`src/rtl/aes_round_controller.sv`:
```
// AES round sequencer: key fetch, AddRoundKey, hands each round to an external round unit.
// Latency: done 4*NUM_ROUNDS+4 cycles after start, plus one cycle per RND cycle without rnd_ack.
// Backpressure: rnd_req is held until rnd_ack; start is only sampled while idle.
`timescale 1ns/1ps

module add_round_key #(
  parameter int vecSize = 4
) (
  input  logic [vecSize*32-1:0] state,
  input  logic [vecSize*32-1:0] key,
  output logic [vecSize*32-1:0] result
);

  for (genvar c = 0; c < vecSize; c++) begin : g_col
    assign result[c*32 +: 32] = state[c*32 +: 32] ^ key[c*32 +: 32];
  end

endmodule

module aes_round_controller #(
  parameter int vecSize    = 4,
  parameter int NUM_ROUNDS = 10
) (
  input  logic                  clk,
  input  logic                  rst_n,
  input  logic                  start,
  input  logic [vecSize*32-1:0] state_in,
  output logic                  busy,
  output logic                  done,
  output logic [vecSize*32-1:0] state_out,
  output logic                  rk_rd_en,
  output logic [3:0]            rk_addr,
  input  logic [vecSize*32-1:0] rk_data,
  output logic                  rnd_req,
  output logic                  rnd_last,
  output logic [vecSize*32-1:0] rnd_state,
  input  logic                  rnd_ack,
  input  logic [vecSize*32-1:0] rnd_result
);

  localparam int W = vecSize * 32;

  localparam logic [2:0] IDLE     = 3'd0;
  localparam logic [2:0] KEY_REQ  = 3'd1;
  localparam logic [2:0] KEY_WAIT = 3'd2;
  localparam logic [2:0] ARK      = 3'd3;
  localparam logic [2:0] RND      = 3'd4;
  localparam logic [2:0] DONE     = 3'd5;

  localparam logic [3:0] LAST_RND = 4'(NUM_ROUNDS);

  logic [2:0]   state;
  logic [2:0]   state_nxt;
  logic [3:0]   round;
  logic [3:0]   round_nxt;
  logic [W-1:0] key;
  logic [W-1:0] ark_out;

  add_round_key #(
    .vecSize (vecSize)
  ) u_ark (
    .state  (state_out),
    .key    (key),
    .result (ark_out)
  );

  // The round unit always works on the live working state.
  assign rnd_state = state_out;

  always_comb begin
    state_nxt = state;
    round_nxt = round;
    case (state)
      IDLE: begin
        if (start) begin
          state_nxt = KEY_REQ;
          round_nxt = '0;
        end
      end
      KEY_REQ:  state_nxt = KEY_WAIT;
      KEY_WAIT: state_nxt = ARK;
      ARK: begin
        if (round == LAST_RND) begin
          state_nxt = DONE;
        end else begin
          state_nxt = RND;
          round_nxt = round + 4'd1;
        end
      end
      RND: begin
        if (rnd_ack) state_nxt = KEY_REQ;
      end
      DONE:    state_nxt = IDLE;
      default: state_nxt = IDLE;
    endcase
  end

  // Outputs are registered from the next-state decode so they line up with the state they describe.
  always_ff @(posedge clk) begin
    if (!rst_n) begin
      state     <= IDLE;
      round     <= '0;
      key       <= '0;
      state_out <= '0;
      busy      <= 1'b0;
      done      <= 1'b0;
      rk_rd_en  <= 1'b0;
      rk_addr   <= '0;
      rnd_req   <= 1'b0;
      rnd_last  <= 1'b0;
    end else begin
      state    <= state_nxt;
      round    <= round_nxt;
      busy     <= (state_nxt != IDLE);
      done     <= (state_nxt == DONE);
      rk_rd_en <= (state_nxt == KEY_REQ);
      rk_addr  <= round_nxt;
      rnd_req  <= (state_nxt == RND);
      rnd_last <= (state_nxt == RND) && (round_nxt == LAST_RND);

      if (state == KEY_WAIT) key <= rk_data;

      case (state)
        IDLE: begin
          if (start) state_out <= state_in;
        end
        ARK: state_out <= ark_out;
        RND: begin
          if (rnd_ack) state_out <= rnd_result;
        end
        default: begin
        end
      endcase
    end
  end

endmodule

```
`config.mk`:
```
export PLATFORM = sky130hd
export DESIGN_NAME = aes_round_controller
export DESIGN_NICKNAME = d
export VERILOG_FILES = /design/src/rtl/aes_round_controller.sv
export SDC_FILE = /design/constraint.sdc
export NUM_CORES = 1
export LEC_CHECK = 0
export CAP_MARGIN = 15
export CORE_AREA = 2 2 251 253
export CTS_CLUSTER_SIZE = 30
export DETAILED_ROUTE_END_ITERATION = 8
export DIE_AREA = 0 0 253 255
export DONT_BUFFER_PORTS = 1
export HOLD_SLACK_MARGIN = 0.15
export SLEW_MARGIN = 20
export SYNTH_ARGS = -nofsm -noshare
export SYNTH_HDL_FRONTEND = slang
export SYNTH_HIERARCHICAL = 1
export SYNTH_SLANG_ARGS = --single-unit
```
`constraint.sdc`:
```
create_clock -name clk -period 2.7 [get_ports clk]
set_input_delay 0.54 -clock clk [delete_from_list [all_inputs] [get_ports clk]]
set_output_delay 0.54 -clock clk [all_outputs]
set_load 0.005 [all_outputs]
```
=== Yosys cells after proc, flatten, opt, wreduce, memory -nomap -nowiden ===
Cells that the tools add are included.

* Register bits: 268
* Output and inout bits: 265
* Input bits: 388
* Word-level logic and storage cells: 40

* Muxes and demuxes: 10
* $add $sub $neg: 1
* Bitwise logic cells: 4
* Reduce and logical (&&, ||, !) cells: 5
* Equality and inequality tests: 11

{| class="wikitable"
|+ Operators with widths
! cell !! number
|-
| $pmux 128 s3 || 1
|-
| $mux 128 || 2
|-
| $xor 32x32->32 || 4
|-
| $pmux 3 s5 || 1
|-
| $eq 3x3->1 const B || 3
|-
| $eq 4x4->1 const B || 2
|-
| $mux 4 || 2
|-
| $pmux 4 s2 || 1
|-
| $eq 3x1->1 const B || 2
|-
| $eq 3x2->1 const B || 2
|-
| $mux 3 || 2
|-
| $reduce_bool 3->1 || 2
|-
| $add 4x1->4 const B || 1
|-
| $ne 2x2->1 const B || 2
|-
| $logic_not 3->1 || 1
|-
| $reduce_and 3->1 || 1
|-
| $logic_and 1x1->1 || 1
|-
| $mux 1 || 1
|}

=== Longest topological paths before layout ===
* Word-level depth: 5
* Gate-level depth with buffers: 7

=== Cells and area by module ===
Netlist, hierarchy kept.

{| class="wikitable"
|+ By module, submodules not included
! module !! cells an instance !! instances !! area each (um^2)
|-
| aes_round_controller || 1,636 || 1 || 13,250.2
|-
| add_round_key || 128 || 1 || 1,121.1
|}

=== Least setup slack after synthesis ===
No wires, ideal clock.

* Path type: input to register
* From: in rnd_ack
* To: reg state_out[98], in the netlist rnd_state[98]
* Cell stages on the path: 7
* Path buffers: 3
* Setup time: 0.123 ns
* Slack: 1.081 ns
* Data arrival time: 1.496 ns
* Path through: mux2i_1 > o31ai_4 > buf_2 > buf_6 > buf_4 > o21a_1 > a21oi_1

* Word-level cells in the longest chain between the ends: 2

{| class="wikitable"
|+ Ends and longest elaborated chain
! element !! RTL line !! RTL
|-
| from (decl) || 37 || <nowiki>input logic rnd_ack,</nowiki>
|-
| $ne 2x2->1 (no line) || - ||
|-
| $reduce_and 3->1 (no line) || - ||
|-
| to (signal assigned) || 125 || <nowiki>if (start) state_out <= state_in;</nowiki>
|-
| to (signal assigned) || 127 || <nowiki>ARK: state_out <= ark_out;</nowiki>
|-
| to (signal assigned) || 129 || <nowiki>if (rnd_ack) state_out <= rnd_result;</nowiki>
|-
| to (decl) || 30 || <nowiki>output logic [vecSize*32-1:0] state_out,</nowiki>
|}

Every way passes these cells.
A chain may end at the register's enable or synchronous reset.

=== Worst setup path after layout ===
* From: reg state[2]
* To: reg state_out[43], in the netlist rnd_state[43]

* Word-level cells in the longest chain between the ends: 3
* Elaborated cells on any way between the ends: 8

{| class="wikitable"
|+ Ends and longest elaborated chain
! element !! RTL line !! RTL
|-
| from (decl) || 52 || <nowiki>logic [2:0] state;</nowiki>
|-
| from (signal assigned) || 112 || <nowiki>state <= state_nxt;</nowiki>
|-
| $eq 3x3->1, or another cell as far along || 123 || <nowiki>case (state)</nowiki>
|-
| $ne 2x2->1 (no line) / $reduce_bool 3->1 (equally long branches) || - ||
|-
| $reduce_and 3->1 (no line) || - ||
|}

Parallel ways exist; a longest one is shown, timed or not.

==> impl_metrics.toml <==
[run_status]
status = "finished, final reports clean"

[global_route]
grt_max_degree = 131
gr-total-overflow = 0
grt_pass1_wl_mm = 82.6
grt_pass1_vias = 13709
grt_usage_pct = 16.5
grt_antenna_before_repair = 8

[setup_path]
crit_fanout = 71
cp_data_arrival_time_ns = 2.96
reg2reg_depth = 7
crit_path_cell_trace = "nand3b_1 -> o31ai_4 -> buf_12 -> buf_12 -> o21a_1 -> a21oi_1 -> dlygate4sd3_1"
path_depth = 7
crit_family = "buffers and inverters"
crit_top_cell = "buf_12"
critPathSlowestCell = "dlygate4sd3_1"
cp.buffers_inverters = 3
r2r_start = "state[2]$_SDFF_PN0_"
timing.rr.end = "rnd_state[43]$_SDFFE_PN0P_"
end_kind = "flip-flop"
crit_path_end = "rnd_state[43]$_SDFFE_PN0P_"
cp-start-kind = "flip-flop"
required_ns = 3.15
cp_slowest_stage_delay_ns = 0.56
crit_type = "reg -> reg"
ff2ff_setup_slack_ns = 0.20
crit_start = "state[2]$_SDFF_PN0_"

[synth]
ys.flop_type = "dfxtp_1"
synthMuxAreaShare_pct = 0.0697
avgSynthCellArea_um2 = 8.15
netlist_area_mm2 = 0.0144
synth-xor-area-share_pct = 7.86
synth_edf_count = 0
netlist-cell-type-count = 47
synth-adder-area-share_pct = 0.174
synth_top_family_by_area = "compound AO/OA/AOI/OAI gates"
ys_ff_latch = 268
syn-instance-count = 1764
async_reset_ff_share_pct = 0
syn-num-nets = 2154
ys_seq_area_share_pct = 37.3
ys_warn_count = 6
synth_compound_area_share_pct = 34.3
synthSimpleGateAreaFrac_pct = 8.25

[power]
pwr-share-seq_pct = 41.9
p_sw_share_pct = 31.7
p_per_area_mw_per_mm2 = 686
p_clk_share_pct = 37.3
vdd_drop_max_mv = 0.440
leakage_nw = 6.78
p_int_mw = 8.29
pwr-share-comb_pct = 20.8
p_switching_mw = 3.85

[cts]
cts_max_level = 1
clock-root-buffer = "clkbuf_16"
cts_sinks = 268
clk_pin_slew_ns = 0.06
cts_buffer_depth = 3
cts_tree = "yes"
clk_latency_ns = 0.58
cts_inserted_buffers = 31

[detailed_routing]
drt_iter0_markers = 1650
postRouteAntennaNets = 0
drt-total-wl_mm = 58.4
viasPerCell = 5.33
num_vias = 13943
first_pass_iters = 6
wl_per_cell_um = 22.3
drc = 0

[die]
die_h_um = 255
core_mm2 = 0.0622
die_area_mm2 = 0.0645
start_util_pct = 23.1
fp-row-count = 92
die_x_um = 253
ioPinCount = 653

[cells_and_area]
num-fill-cells = 6518
fin_nets = 2177
synthToLayoutAreaGrowth_pct = 23.2
drive_gt1_share_pct = 5.14
regArea_mm2 = 0.00537
final_util_pct = 28.5
multi_input_area_mm2 = 0.00729

[place]
port-buffer-count = 0
dpl.hpwl_mm = 34.4
globalplace.congestion = 0.804

[timing]
setup_viol = 0
hold_violations = 0
max_clock_freq_mhz = 400
period_needed_ns = 2.50
finalCritPeriodShare_pct = 92.7
slew_violations = 0
fin_skew_ns = 0.0183
worst_pin_slew_ns = 1.04
tns_ns = 0
rsz0062_at_grt = "no"
relSlewSlack_pct = 30.2

[run]
drv_cap = 0

[hold_path]
hp-class = "in -> reg"
[logic make-up (layout without fill, tap and decap cells)]
logic type                 Yosys count  in the layout
DFF                                268            268
AOI/OAI and AO/OA                  780            780
and+or+nand+nor                    292            292
other                                0              7
buffers and inverters              292            339
muxes                                1              1
xor gates and xnor gates           129            129
adders and majority gates            2              2
[how the worst min path moves through the flow]
stage,slack [ns],from,endpoint,depth (start not counted)
2_1_floorplan,0.45,key[0]$_SDFFE_PN0P_,key[0]$_SDFFE_PN0P_,2
3_3_place_gp,0.45,key[77]$_SDFFE_PN0P_,key[77]$_SDFFE_PN0P_,2
3_5_place_dp,0.46,key[80]$_SDFFE_PN0P_,key[80]$_SDFFE_PN0P_,2
4_1_cts,0.15,rk_data[90],key[90]$_SDFFE_PN0P_,2
5_1_grt,0.17,state_in[58],rnd_state[58]$_SDFFE_PN0P_,2
6_report,0.17,state_in[25],rnd_state[25]$_SDFFE_PN0P_,2
[power by group through the flow]
| stage | Clock (mW) | Combinational [mW] | Sequential [mW] |
|---|---|---|---|
| finish | 4.53 | 2.53 | 5.09 |
| global route | 4.77 | 2.77 | 5.15 |
| CTS | 4.63 | 2.51 | 5.06 |
| detailed placement | 0 | 2.11 | 5.15 |
| global placement | 0 | 2.03 | 5.13 |
| floorplan | 0 | 2.10 | 4.85 |
[state kept, by name (all words and copies together), names as in the netlist, 3 cells and up]
signal / count
key: 128
rnd_state: 128
round: 4
state: 3
[layout by cell type, fill, tap and decap left out, types with 11 or more instances in the layout]
master / netlist / routed
clkbuf_16: 0 / 31
nand2_1: 260 / 259
o21ai_0: 106 / 106
dlygate4sd3_1: 0 / 248
buf_12: 0 / 16
a22oi_1: 254 / 254
dfxtp_1: 268 / 265
xor2_1: 128 / 128
a21oi_1: 257 / 257
buf_4: 143 / 11
o21ai_1: 23 / 23
o21a_1: 128 / 128
[cells in the mapped netlist, types with 2 or more instances]
cell / instances / share of area (%)
a21oi_1: 257 / 9.0
a22oi_1: 254 / 13
a31oi_1: 2 / 0.087
and2_1: 3 / 0.13
and2b_1: 2 / 0.10
and3b_1: 2 / 0.12
buf_1: 3 / 0.078
buf_2: 60 / 2.1
buf_4: 143 / 7.5
buf_6: 3 / 0.24
clkbuf_1: 77 / 2.0
dfxtp_1: 268 / 37
ha_1: 2 / 0.17
inv_1: 5 / 0.13
nand2_1: 260 / 6.8
nand3_1: 3 / 0.10
nand3b_1: 2 / 0.10
nor2_1: 5 / 0.13
nor2b_1: 2 / 0.087
nor3_1: 3 / 0.10
o21a_1: 128 / 6.7
o21ai_0: 106 / 3.7
o21ai_1: 23 / 0.80
xor2_1: 128 / 7.8
[metrics by stage]
| stage | worst slack [ns] | hold slack [ns] | std cells | cell area (um^2) | total power, mW |
|---|---|---|---|---|---|
| after global placement | 0.655 | 0.454 | 2303 | 14100 | 7.17 |
| after global routing | 0.0998 | 0.168 | 2614 | 17700 | 12.7 |
| after floorplan | 1.08 | 0.448 | 1764 | 14400 | 6.95 |
| after detailed placement | 0.571 | 0.458 | 2303 | 14100 | 7.26 |
| final | 0.198 | 0.175 | 2617 | 17700 | 12.1 |
| after CTS | 0.0578 | 0.151 | 2609 | 17700 | 12.2 |
[repair_timing]
action / 4_1_cts / 5_1_grt
setup endpoints to repair: 0 / 18
resized for setup: 0 / 1
hold buffers: 249 / 1
endpoints found under the hold margin: 241 / 1
setup buffers: 0 / 0
[final cells by class]
cell class              count  share of cell area (%)
clock inverters            13                    1.10
inverters                   6                   0.141
clock buffers              44                    5.05
diodes                      7                  0.0989
multi-input cells        1204                    41.2
well taps                 799                    5.64
repair buffers            276                    16.4
flip-flops and latches    268                    30.3
[per-layer routing]
metal  wire [um]  up-vias  global-route usage [%]  share of wire, %
met4        2590        4                    8.83               4.4
met5          22        -                       0             0.038
li1            -     6195                       -                 -
met3        5900      163                    5.08                10
met2       27500      912                    27.5                47
met1       22400     6669                    19.1                38
Power figures use the tool's default switching activity.
